## src/rtl/readout_packer.sv

```systemverilog
// Packs 2-bit I/Q readout samples, eight per word, into 32-bit words and queues them in a
// first-word-fall-through FIFO. Optional per-word even parity when READOUT_PARITY_EN is defined.
module readout_packer #(
   parameter  int FIFO_DEPTH = 4,
   parameter  int SAMPLES    = 8,
   localparam int WORD_W     = 4*SAMPLES,
   localparam int CNT_W      = $clog2(FIFO_DEPTH+1),
   localparam int PTR_W      = $clog2(FIFO_DEPTH),
   localparam int IDX_W      = $clog2(SAMPLES)
) (
   input  logic              clk_master,
   input  logic              rstb,
   input  logic              ud_en,
   input  logic              frame_start,
   input  logic [1:0]        read_out_I,
   input  logic [1:0]        read_out_Q,
   output logic [WORD_W-1:0] word_data,
   output logic              word_valid,
   input  logic              word_ready,
   output logic [CNT_W-1:0]  fifo_count,
   output logic              overflow,
   input  logic              overflow_clr
`ifdef READOUT_PARITY_EN
   ,output logic             word_parity
`endif
);

   logic [IDX_W-1:0]  fill_q, fill_d, idx;
   logic [WORD_W-1:0] asm_q, asm_d;
   logic              word_done;

   logic [WORD_W-1:0] mem_q [FIFO_DEPTH];
   logic [PTR_W-1:0]  wr_q, rd_q;
   logic [CNT_W-1:0]  cnt_q, cnt_d;
   logic              ovf_q, ovf_d;
   logic              empty, full, pop, push, ovf_set;

   // frame_start restarts the word at sample 0 regardless of the current fill index
   assign idx = frame_start ? '0 : fill_q;

   always_comb begin
      asm_d     = asm_q;
      fill_d    = fill_q;
      word_done = 1'b0;
      if (ud_en) begin
         if (frame_start) asm_d = '0;
         asm_d[{idx, 2'b00} +: 4] = {read_out_I, read_out_Q};
         word_done = (idx == IDX_W'(SAMPLES-1));
         fill_d    = idx + IDX_W'(1);
      end
   end

   always_ff @(posedge clk_master or negedge rstb) begin
      if (!rstb) begin
         fill_q <= '0;
         asm_q  <= '0;
      end else begin
         fill_q <= fill_d;
         asm_q  <= asm_d;
      end
   end

   assign empty   = (cnt_q == '0);
   assign full    = (cnt_q == CNT_W'(FIFO_DEPTH));
   assign pop     = !empty && word_ready;
   // a simultaneous pop frees the slot the incoming word needs
   assign push    = word_done && (!full || pop);
   assign ovf_set = word_done && full && !pop;

   always_comb begin
      cnt_d = cnt_q;
      if (push && !pop)      cnt_d = cnt_q + CNT_W'(1);
      else if (!push && pop) cnt_d = cnt_q - CNT_W'(1);
      ovf_d = ovf_set ? 1'b1 : (overflow_clr ? 1'b0 : ovf_q);
   end

   always_ff @(posedge clk_master or negedge rstb) begin
      if (!rstb) begin
         wr_q  <= '0;
         rd_q  <= '0;
         cnt_q <= '0;
         ovf_q <= 1'b0;
      end else begin
         if (push) wr_q <= wr_q + PTR_W'(1);
         if (pop)  rd_q <= rd_q + PTR_W'(1);
         cnt_q <= cnt_d;
         ovf_q <= ovf_d;
      end
   end

   // storage is not reset; entries are only visible while counted
   always_ff @(posedge clk_master) begin
      if (push) mem_q[wr_q] <= asm_d;
   end

   assign word_data  = empty ? '0 : mem_q[rd_q];
   assign word_valid = !empty;
   assign fifo_count = cnt_q;
   assign overflow   = ovf_q;

`ifdef READOUT_PARITY_EN
   logic par_q [FIFO_DEPTH];

   always_ff @(posedge clk_master) begin
      if (push) par_q[wr_q] <= ^asm_d;
   end

   assign word_parity = !empty && par_q[rd_q];
`endif

endmodule

```

## config.mk

```make
export PLATFORM = sky130hd
export DESIGN_NAME = readout_packer
export DESIGN_NICKNAME = d
export VERILOG_FILES = /design/src/rtl/readout_packer.sv
export SDC_FILE = /design/constraint.sdc
export NUM_CORES = 1
export LEC_CHECK = 0
export ABC_AREA = 1
export BUFFER_PORTS_ARGS = -buffer_cell sky130_fd_sc_hd__buf_4
export CORE_MARGIN = 4
export CORE_UTILIZATION = 38
export CTS_BUF_LIST = sky130_fd_sc_hd__clkbuf_16
export CTS_CLUSTER_SIZE = 8
export DETAILED_ROUTE_END_ITERATION = 16
export HOLD_SLACK_MARGIN = 0.06
export PLACE_DENSITY = 0.55
export SKIP_CTS_REPAIR_TIMING = 1
export SYNTH_ARGS = -nofsm -noshare
export SYNTH_HDL_FRONTEND = slang
export SYNTH_SLANG_ARGS = --single-unit
```

## constraint.sdc

```tcl
create_clock -name clk_master -period 4.12 [get_ports clk_master]
set_input_delay 0.824 -clock clk_master [delete_from_list [all_inputs] [get_ports clk_master]]
set_output_delay 0.824 -clock clk_master [all_outputs]
set_load 0.02 [all_outputs]
```

==> qor.csv, run 1 <==
stage;metric;value;unit
critical_path;critPathTopFamily;buffers and inverters;
critical_path;cp_slowest_cell;inv_1;
clock_tree;path_clk_slew;0.07;ns
logic_synthesis;yosysSeqAreaShare;68.22;%
floorplanning;core.rowCount;50;
floorplanning;die_x;145.8;um
floorplanning;fp.dieH;145.8;um
critical_path;crit_chain;inv_1 -> nor2_1 -> o21ai_0 -> a21oi_1 -> buf_4;
routing;num_vias;4587;
placed_design;placed_cells_incl_taps;910;
cells_and_area;fillCellCount;1734;
global_routing;grt_overflow;0;
timing;rsz0062_at_grt;false;
logic_synthesis;yosys_warnings;0;
routing;drtIter0Drc;258;
cells_and_area;syn_to_final_growth;14.45;%
hold_path;min_path_type;in -> async;
logic_synthesis;yosys.area.top_type;edfxtp_1;
clock_tree;clock-root-buffer;clkbuf_16;
timing;finalMaxSlewViolations;0;
clock_tree;cts_buffers;17;
timing;max_slew_margin;15.54;%
cells_and_area;stdcell_count;942;
critical_path;worstSetupPathType;reg -> out;
timing;skew;0.01317;ns
timing;fin_crit_sh;75.70;%
floorplanning;core_region_area;18710;um^2
floorplanning;ioPinCount;47;
logic_synthesis;synthesis.area;7212;um^2
global_routing;grt_max_degree;66;
placed_design;dp_hpwl;9446;um
logic_synthesis;synth_top_area_share;53.30;%
critical_path;cp-end-kind;primary output;
critical_path;path_buf_inv;2;
routing;wl_per_cell;16.75;um
critical_path;cp.required;3.30;ns
pwr;peakVddDrop;0.4443;mV
critical_path;critPathMaxStageDelay;0.91;ns
placed_design;place_congestion;0.7879;
critical_path;start_kind;flop;
flow_run;max_cap_viol_count;0;
clock_tree;clkLatencyLatePin;0.42;ns
logic_synthesis;synth_fp_nets;674;
pwr;power_density;643.4;nW/um^2
clock_tree;clock_path_buffers;2;
cells_and_area;nets;717;
timing;setup_viol;0;
routing;postRouteAntennaNets;0;
timing;hold_violations;0;
pwr;p_leak;3.422;nW
floorplanning;die-area;21250;um^2
routing;via_per_inst;4.869;
global_routing;grt_pass1_vias;4700;
cells_and_area;diodes;0;
global_routing;grt_pass1_wl;25710;um
cells_and_area;drive_gt1_share;13.28;%
routing;drc;0;
logic_synthesis;synth.distinct_cells;32;
floorplanning;initial_core_util;38.56;%
timing;tns;0;ns
logic_synthesis;synth_area_leaders;edfxtp_1 53%, dfrtp_1 15%, nor2_1 8.0%, nand2_1 5.3%, o21ai_0 4.5%;
logic_synthesis;synth_seq_cells;171;
routing;wl;15780;um
clock_tree;htree_levels;4;
critical_path;path_max_fanout;32;
critical_path;cp.arrival;2.29;ns
routing;drt_first_pass_iters;4;
clock_tree;clkSinkCount;171;
logic_synthesis;synth_cells;652;
timing;fin_crit;3.119;ns
timing;fmax;320.6;MHz
timing;worst_slew_pin_slew;1.265;ns
placed_design;numPortBuffers;46;
global_routing;antenna_found_initial;0;
global_routing;grt_usage;15.51;%
logic_synthesis;avgSynthCellArea;11.06;um^2
clock_tree;cts_tree;done;
run_status;outcome;completed;
-- cell usage in the layout, fill, tap and decap left out, types with 2 or more instances in the layout --
cell,Yosys,final
nor2_1,154,150
edfxtp_1,128,128
nand2_1,102,102
o21ai_0,65,65
buf_4,7,55
dfrtp_1,43,42
a21oi_1,35,35
inv_1,27,33
nand3_1,29,29
clkbuf_16,0,18
ha_1,11,11
nand4_1,4,4
nand3b_1,4,4
nor2_2,0,4
xor2_1,3,3
clkinv_2,0,3
inv_4,1,2
nand2_8,2,2
inv_2,1,2
o21ai_1,2,2
-- final timing paths --
path / start / end / slack (ns) / cells past startpoint
setup / recovery: rd_q[1]$_DFFE_PN0N_ / word_data[1] / 1.00 / 5
hold / removal: rstb / fifo_count[1]$_DFFE_PN0P_ / 0.37 / 1
setup reg to reg: fill_q[0]$_DFFE_PN0P_ / fifo_count[1]$_DFFE_PN0P_ / 1.39 / 12
hold reg to reg: asm_q[19]$_DFF_PN0_ / asm_q[19]$_DFF_PN0_ / 0.54 / 2
max in group asynchronous: rstb / asm_q[8]$_DFF_PN0_ / 3.33 / 1
min in group clk_master: asm_q[19]$_DFF_PN0_ / asm_q[19]$_DFF_PN0_ / 0.54 / 2
-- metal layers --
metal  share of wire [%]  global-route usage, %  vias up
li1                    -                      -     2291
met1                  46                  20.00     2193
met2                  49                  26.08       89
met3                 3.7                  3.862       14
met4                 1.3                  4.463        0
met5                   0                      0        -
-- logic make-up after synthesis --
kind of cell    Yosys count  share of synthesized area, %
fa+ha+maj                12                         2.186
flops                   171                         68.22
simple gates            299                         17.24
compound gates          105                         7.495
mux                       1                        0.1561
buf+inv                  60                         4.216
xor+xnor                  4                        0.4859
-- registers in the layout (all words and copies together) (netlist names) --
signal / cells
fill_q: 3
overflow: 1
rd_q: 2
asm_q: 32
fifo_count: 3
wr_q: 2
mem_q: 128
-- stage by stage --
| stage | utilization [%] | hold slack (ns) | setup slack [ns] | power (W) | instance area (um^2) |
|---|---|---|---|---|---|
| 3_5_place_dp | 41.36 | 0.5211 | 0.7101 | 0.003996 | 7736 |
| 2_1_floorplan | - | 0.4802 | 0.5612 | 0.003290 | 7212 |
| 6_report | 44.13 | 0.3712 | 1.001 | 0.005311 | 8254 |
| 4_1_cts | 44.13 | 0.3946 | 0.8687 | 0.005403 | 8254 |
| 5_1_grt | 44.13 | 0.4207 | 0.7562 | 0.005671 | 8254 |
| 3_3_place_gp | 41.36 | 0.5126 | 0.7435 | 0.003980 | 7736 |
-- where the power goes --
part | internal, W | switching [W]
clock network | 0.000785 | 0.000610
logic | 0.000701 | 0.00127
registers | 0.00190 | 0.0000375
-- synthesized netlist by cell type --
cell,instances
inv_1,27
nor2_1,154
buf_6,2
inv_4,1
clkbuf_1,9
xnor2_1,1
nand3_1,29
nor3_1,1
nand3b_1,4
ha_1,11
nand4_1,4
nand2_1,102
o21ai_4,1
nand2_2,1
dfrtp_1,43
a21oi_1,35
o22ai_1,1
nand2_8,2
buf_4,7
buf_8,2
buf_1,1
fa_1,1
nand2_4,1
inv_2,1
mux2_2,1
o21a_1,1
o21ai_0,65
edfxtp_1,128
nor2_8,1
o21ai_1,2
xor2_1,3
buf_2,10
-- final cells by class --
| cell class | instances | area (um^2) | share of cell area (%) |
|---|---|---|---|
| Timing Repair Buffer | 55 | 412.9 | 5.002 |
| Tap cell | 234 | 292.8 | 3.547 |
| Clock inverter | 14 | 67.56 | 0.8186 |
| Clock buffer | 18 | 450.4 | 5.457 |
| Multi-Input combinational cell | 421 | 1998 | 24.21 |
| Inverter | 29 | 111.4 | 1.349 |
| Sequential cell | 171 | 4921 | 59.62 |
(Power assumes the default switching activity.)
==> run 2: changes to the inputs <==
==> constraint.sdc (replaced) <==
create_clock -name clk_master -period 3 [get_ports clk_master]
set_input_delay 0.6 -clock clk_master [delete_from_list [all_inputs] [get_ports clk_master]]
set_output_delay 0.6 -clock clk_master [all_outputs]
set_load 0.02 [all_outputs]
==> qor.csv, run 2 (same netlist as run 1, synthesis figures left out) <==
stage;metric;value;unit;change
run_status;outcome;completed;;unchanged
cells_and_area;post-route-util;45.00;%;was 44.13%
placed_design;numPortBuffers;46;;unchanged
floorplanning;die-area;21250;um^2;unchanged
routing;num_vias;4700;;was 4587
floorplanning;core.rowCount;50;;unchanged
critical_path;cp-end-kind;primary output;;unchanged
cells_and_area;nets;728;;was 717
clock_tree;path_clk_slew;0.07;ns;about the same
global_routing;grt_pass1_vias;4775;;was 4700
clock_tree;cts_buffers;17;;unchanged
clock_tree;clock-root-buffer;clkbuf_16;;unchanged
clock_tree;htree_levels;4;;unchanged
timing;hold_violations;0;;unchanged
timing;max_slew_margin;60.79;%;was 15.54%
critical_path;crit_path_end;word_data[11];;was word_data[1]
critical_path;worstSetupPathType;reg -> out;;unchanged
routing;drt_first_pass_iters;5;;was 4
critical_path;cp.required;2.40;ns;was 3.30 ns
critical_path;path_max_fanout;24;;was 32
critical_path;ff2ff_setup_slack;0.52;ns;was 1.39 ns
routing;wl;16200;um;was 15780 um
placed_design;place_congestion;0.8561;;was 0.7879
routing;drc;0;;unchanged
critical_path;start_kind;flop;;unchanged
cells_and_area;reg_top3;mem_q (128), asm_q (32);;unchanged
clock_tree;clkLatencyLatePin;0.43;ns;was 0.42 ns
cells_and_area;largest_reg_flops;128;;unchanged
critical_path;timing.rr.end;fifo_count[2]$_DFFE_PN0P_;;was fifo_count[1]$_DFFE_PN0P_
cells_and_area;stdcell_count;953;;was 942
global_routing;antenna_found_initial;0;;unchanged
clock_tree;clock_path_buffers;2;;unchanged
floorplanning;initial_core_util;38.56;%;unchanged
pwr;p_leak;3.481;nW;was 3.422 nW
timing;fmax;384.4;MHz;
routing;postRouteAntennaNets;0;;unchanged
critical_path;r2r_start;fill_q[1]$_DFFE_PN0P_;;was fill_q[0]$_DFFE_PN0P_
timing;fin_crit_sh;86.73;%;
flow_run;max_cap_viol_count;0;;unchanged
timing;setup_viol;0;;unchanged
cells_and_area;syn_to_final_growth;16.72;%;was 14.45%
critical_path;cp.arrival;2.00;ns;was 2.29 ns
cells_and_area;largest_register;mem_q;;unchanged
timing;skew;0.01068;ns;was 0.01317 ns
hold_path;min_path_type;in -> async;;unchanged
global_routing;grt_max_degree;66;;unchanged
routing;drtIter0Drc;257;;was 258
timing;rsz0062_at_grt;false;;unchanged
cells_and_area;drive_gt1_share;15.44;%;was 13.28%
placed_design;placed_cells_incl_taps;921;;was 910
floorplanning;fp.dieH;145.8;um;unchanged
cells_and_area;mostFrequentLayoutCells;150 x nor2_1, 128 x edfxtp_1, 102 x nand2_1;;unchanged
global_routing;grt_pass1_wl;26230;um;was 25710 um
floorplanning;core_region_area;18710;um^2;unchanged
routing;wl_per_cell;16.99;um;was 16.75 um
floorplanning;die_x;145.8;um;unchanged
global_routing;grt_usage;15.87;%;was 15.51%
timing;tns;0;ns;unchanged
placed_design;dp_hpwl;10140;um;was 9446 um
timing;worst_slew_pin_slew;0.5875;ns;was 1.265 ns
cells_and_area;diodes;0;;unchanged
clock_tree;cts_tree;done;;unchanged
critical_path;startpoint;rd_q[0]$_DFFE_PN0N_;;was rd_q[1]$_DFFE_PN0N_
critical_path;rr_worst_depth;14;;was 12
routing;via_per_inst;4.932;;was 4.869
floorplanning;ioPinCount;47;;unchanged
timing;fin_crit;2.602;ns;
cells_and_area;final_common_cell;nor2_1;;unchanged
placed_design;dp_slack;0.1292;ns;was 0.7101 ns
timing;setup_ws;0.3982;ns;was 1.001 ns
timing;finalMaxSlewViolations;0;;unchanged
pwr;peakVddDrop;0.4547;mV;was 0.4443 mV
clock_tree;clkSinkCount;171;;unchanged
global_routing;grt_overflow;0;;unchanged
pwr;power_density;902.1;nW/um^2;was 643.4 nW/um^2
## run 2: changes by cell type in the layout (fill, tap and decap cells not counted), sizes merged
cell      before  now
buf           55   66
bufinv         0    1
clkbuf        18   17
clkinvlp       1    3
inv           37   35
## run 2: metal layers
metal / track usage [%] / up-vias / share of wire (%)
met5: 0 / - / 0
met4: 4.558 / 0 / 1.4
met3: 3.831 / 22 / 3.5
met2: 26.89 / 83 / 50
met1: 20.35 / 2282 / 45
li1: - / 2313 / -
## run 2: cell type report
cell class | instances | area (um^2)
sequential | 171 | 4921
clock inverter | 15 | 136.4
inverter | 29 | 111.4
clock buffer | 17 | 425.4
multi-input combinational | 421 | 1998
fill | 1705 | 10290
tap | 234 | 292.8
timing repair buffer | 66 | 533.0
## run 2: how the worst min path moves through the flow
stage,from,to,slack (ns),depth (start not counted)
floorplan,rstb,asm_q[0]$_DFF_PN0_,0.30,0
global placement,asm_q[2]$_DFF_PN0_,asm_q[2]$_DFF_PN0_,0.52,2
detailed placement,asm_q[0]$_DFF_PN0_,asm_q[0]$_DFF_PN0_,0.53,2
CTS,rstb,fifo_count[0]$_DFFE_PN0P_,0.17,1
global route,rstb,fifo_count[2]$_DFFE_PN0P_,0.20,1
finish,rstb,fifo_count[2]$_DFFE_PN0P_,0.16,1
## run 2: metrics by stage
| stage | hold WS, ns | cell area [um^2] | total power, W |
|---|---|---|---|
| detailed placement | 0.5326 | 7856 | 0.005599 |
| CTS | 0.1741 | 8418 | 0.007687 |
| finish | 0.1627 | 8418 | 0.007594 |
| global route | 0.1977 | 8418 | 0.008067 |
| floorplan | 0.3044 | 7212 | 0.004519 |
| global placement | 0.5159 | 7856 | 0.005556 |
## run 2: where the power goes
part	switching [W]	total [W]	internal [W]
Sequential	0.0000803	0.00269	0.00261
Clock	0.000944	0.00210	0.00115
Combinational	0.00176	0.00281	0.00105
## run 2: worst max-delay path: stages, from the launching register on
cell and delay, ns:
dfrtp_2 0.54, buf_4 0.34, nor2_1 0.08, nor2_1 0.10
o21ai_0 0.09, a21oi_1 0.22, buf_4 0.19
==> run 3: changes to the inputs <==
--- a/config.mk
+++ b/config.mk
@@ -5,7 +5,7 @@
 export SDC_FILE = /design/constraint.sdc
 export NUM_CORES = 1
 export LEC_CHECK = 0
-export ABC_AREA = 1
+export ABC_AREA = 0
 export BUFFER_PORTS_ARGS = -buffer_cell sky130_fd_sc_hd__buf_4
 export CORE_MARGIN = 4
 export CORE_UTILIZATION = 38
==> qor.csv, run 3 <==
stage;metric;value;unit;change
global_routing;grt_busiest_layer;met2;;unchanged
timing;setup_viol;0;;unchanged
routing;drc;0;;unchanged
clock_tree;clkLatencyLatePin;0.42;ns;was 0.43 ns
logic_synthesis;synth_cells;367;;was 652
critical_path;cp.required;3.15;ns;was 2.40 ns
logic_synthesis;synthAdderAreaFrac;2.295;%;was 2.186%
logic_synthesis;synth-xor-area-share;0.7650;%;was 0.4858%
cells_and_area;stdcell_count;670;;was 953
clock_tree;path_clk_slew;0.07;ns;about the same
floorplanning;die-area;20290;um^2;was 21250 um^2
critical_path;start_kind;flop;;unchanged
pwr;total_power;0.007066;W;was 0.007594 W
logic_synthesis;synth_top_area_share;55.96;%;was 53.30%
critical_path;cp.arrival;2.84;ns;was 2.00 ns
logic_synthesis;yosysSeqAreaShare;71.62;%;was 68.22%
logic_synthesis;synth_edf_count;128;;unchanged
timing;rsz0062_at_grt;false;;unchanged
clock_tree;cts_buffers;17;;unchanged
placed_design;dp_slack;0.1471;ns;was 0.1292 ns
timing;fin_crit_sh;89.66;%;was 86.73%
clock_tree;clock-root-buffer;clkbuf_16;;unchanged
timing;tns;0;ns;unchanged
logic_synthesis;synth_compound_area_share;5.665;%;was 7.495%
global_routing;use_met2;22.68;%;was 26.89%
pwr;p_leak;2.855;nW;was 3.481 nW
floorplanning;core.rowCount;48;;was 50
global_routing;globalRouteMet3Util;3.730;%;was 3.831%
floorplanning;ioPinCount;47;;unchanged
logic_synthesis;synth_fp_nets;389;;was 674
logic_synthesis;yosys_warnings;0;;unchanged
timing;worst_slew_pin_slew;0.6162;ns;was 0.5875 ns
placed_design;dp_hpwl;8448;um;was 10140 um
routing;wl;13550;um;was 16200 um
timing;setup_ws;0.3103;ns;was 0.3982 ns
routing;via_per_inst;5.178;;was 4.932
routing;wl_per_cell;20.23;um;was 16.99 um
routing;postRouteAntennaNets;0;;unchanged
cells_and_area;post-route-util;46.74;%;was 45.00%
pwr;power_density;865.1;nW/um^2;was 902.1 nW/um^2
global_routing;grt_use_met1;19.47;%;was 20.35%
logic_synthesis;synth_seq_cells;171;;unchanged
clock_tree;htree_levels;4;;unchanged
cells_and_area;largest_register;mem_q;;unchanged
cells_and_area;mostFrequentLayoutCells;128 x edfxtp_1, 61 x buf_4, 42 x dfrtp_1;;was 150 x nor2_1, 128 x edfxtp_1, 102 x nand2_1
cells_and_area;fillCellCount;1452;;was 1705
cells_and_area;final_common_cell;edfxtp_1;;was nor2_1
clock_tree;clkSinkCount;171;;unchanged
logic_synthesis;synthArstFlopShare;25.15;%;unchanged
floorplanning;die_x;142.5;um;was 145.8 um
critical_path;r2r_start;fill_q[0]$_DFFE_PN0P_;;was fill_q[1]$_DFFE_PN0P_
logic_synthesis;muxShareOfSynthArea;10.98;%;was 0.1561%
critical_path;ff2ff_setup_slack;0.31;ns;was 0.52 ns
pwr;peakVddDrop;0.5496;mV;was 0.4547 mV
run_status;outcome;completed;;unchanged
logic_synthesis;avgSynthCellArea;18.72;um^2;was 11.06 um^2
critical_path;path_max_fanout;8;;was 24
global_routing;grt_pass1_wl;21600;um;was 26230 um
flow_run;max_cap_viol_count;0;;unchanged
cells_and_area;diodes;0;;unchanged
cells_and_area;multi_input_area;1827;um^2;was 1998 um^2
routing;drt_first_pass_iters;4;;was 5
timing;hold_violations;0;;unchanged
logic_synthesis;yosys.area_share.simple;6.812;%;was 17.24%
hold_path;min_path_type;in -> async;;unchanged
floorplanning;fp.dieH;142.5;um;was 145.8 um
global_routing;grt_pass1_vias;3704;;was 4775
clock_tree;clock_path_buffers;2;;unchanged
cells_and_area;syn_to_final_growth;18.91;%;was 16.72%
placed_design;place_congestion;0.7853;;was 0.8561
routing;drtIter0Drc;204;;was 257
critical_path;worstSetupPathType;reg -> reg;;was reg -> out
placed_design;numPortBuffers;46;;unchanged
critical_path;rr_worst_depth;8;;was 14
logic_synthesis;synth_top_family_by_area;multiplexers;;was simple AND/OR/NAND/NOR gates
global_routing;grt_max_degree;44;;was 66
floorplanning;initial_core_util;39.30;%;was 38.56%
logic_synthesis;synth_most_common_cell;edfxtp_1;;was nor2_1
cells_and_area;regArea;4921;um^2;unchanged
logic_synthesis;synthTopCellsByCount;128 x edfxtp_1, 43 x dfrtp_1, 37 x and2_1;;was 154 x nor2_1, 128 x edfxtp_1, 102 x nand2_1
critical_path;timing.rr.end;mem_q[2][19]$_DFFE_PP_;;was fifo_count[2]$_DFFE_PN0P_
timing;fin_crit;2.690;ns;was 2.602 ns
routing;num_vias;3469;;was 4700
global_routing;grt_usage;14.21;%;was 15.87%
floorplanning;core_region_area;17480;um^2;was 18710 um^2
timing;finalMaxSlewViolations;0;;unchanged
clock_tree;cts_tree;done;;unchanged
logic_synthesis;yosys.area.top_type;edfxtp_1;;unchanged
cells_and_area;drive_gt1_share;32.36;%;was 15.44%
placed_design;placed_cells_incl_taps;638;;was 921
cells_and_area;nets;454;;was 728
timing;fmax;371.8;MHz;was 384.4 MHz
logic_synthesis;synth.distinct_cells;37;;was 32
timing;max_slew_margin;58.92;%;was 60.79%
critical_path;cp-end-kind;flop;;was primary output
global_routing;grt_overflow;0;;unchanged
cells_and_area;reg_top3;mem_q (128), asm_q (32);;unchanged
logic_synthesis;synthesis.area;6869;um^2;was 7212 um^2
logic_synthesis;synth_flop_cell;edfxtp_1;;unchanged
logic_synthesis;synth_area_leaders;edfxtp_1 56%, dfrtp_1 16%, mux4_2 10%, o2bb2ai_1 3.6%, and2_1 3.4%;;was edfxtp_1 53%, dfrtp_1 15%, nor2_1 8.0%, nand2_1 5.3%, o21ai_0 4.5%
timing;skew;0.01201;ns;was 0.01068 ns
cells_and_area;largest_reg_flops;128;;unchanged
global_routing;antenna_found_initial;0;;unchanged
[run 3: cell count changes after synthesis, sizes merged, moves of 25 or more]
cell and delta:
nand2 -99, nor2 -150, a21oi -34, mux4 +32, and2 +37, o21ai -58
o2bb2ai +28, nand3 -25
[run 3: how the worst max path moves through the flow]
stage,end,cells past startpoint,startpoint
5_1_grt,mem_q[1][17]$_DFFE_PP_,8,fill_q[0]$_DFFE_PN0P_
3_5_place_dp,mem_q[3][1]$_DFFE_PP_,9,frame_start
6_report,mem_q[2][19]$_DFFE_PP_,8,fill_q[0]$_DFFE_PN0P_
4_1_cts,word_data[12],4,rd_q[0]$_DFFE_PN0N_
2_1_floorplan,fifo_count[2]$_DFFE_PN0P_,13,frame_start
3_3_place_gp,mem_q[0][1]$_DFFE_PP_,9,frame_start
[run 3: cells by family after synthesis]
logic type / Yosys count
AOI/OAI and AO/OA: 45
xor gates and xnor gates: 6
and+or+nand+nor: 74
adders and majority gates: 12
muxes: 35
buffers and inverters: 24
DFF: 171
[run 3: area by class of cell]
type | instances | area share, %
clock buffers | 17 | 5.208
clock inverters | 15 | 2.313
inverters | 7 | 0.3217
multi-input cells | 172 | 22.37
flip-flops and latches | 171 | 60.25
well taps | 225 | 3.447
repair buffers | 63 | 6.097
[run 3: report_power, final]
| part | internal, W | switching (W) |
|---|---|---|
| logic | 0.00101 | 0.00112 |
| registers | 0.00261 | 0.0000614 |
| clock network | 0.00132 | 0.000928 |
| total | 0.00495 | 0.00211 |
[run 3: per-stage QoR]
step / hold WS [ns] / cell area, um^2
5_1_grt: 0.2141 / 8168
2_1_floorplan: 0.3044 / 6874
3_3_place_gp: 0.4934 / 7553
3_5_place_dp: 0.4959 / 7553
6_report: 0.1899 / 8168
4_1_cts: 0.1911 / 8168
[run 3: metal layers]
metal  vias up  wire length [um]
li1       1577                 -
met3        13               555
met1      1812              6246
met4         0               144
met5         -                 0
met2        67              6604
[run 3: critical path, cell delays in order, from the launching register on]
cell and delay [ns]:
dfrtp_1 0.47, nor2b_1 0.32, inv_1 0.11, ha_1 0.24
ha_1 0.40, nor2b_1 0.22, o21a_1 0.13, o21ai_0 0.20
a32o_1 0.32
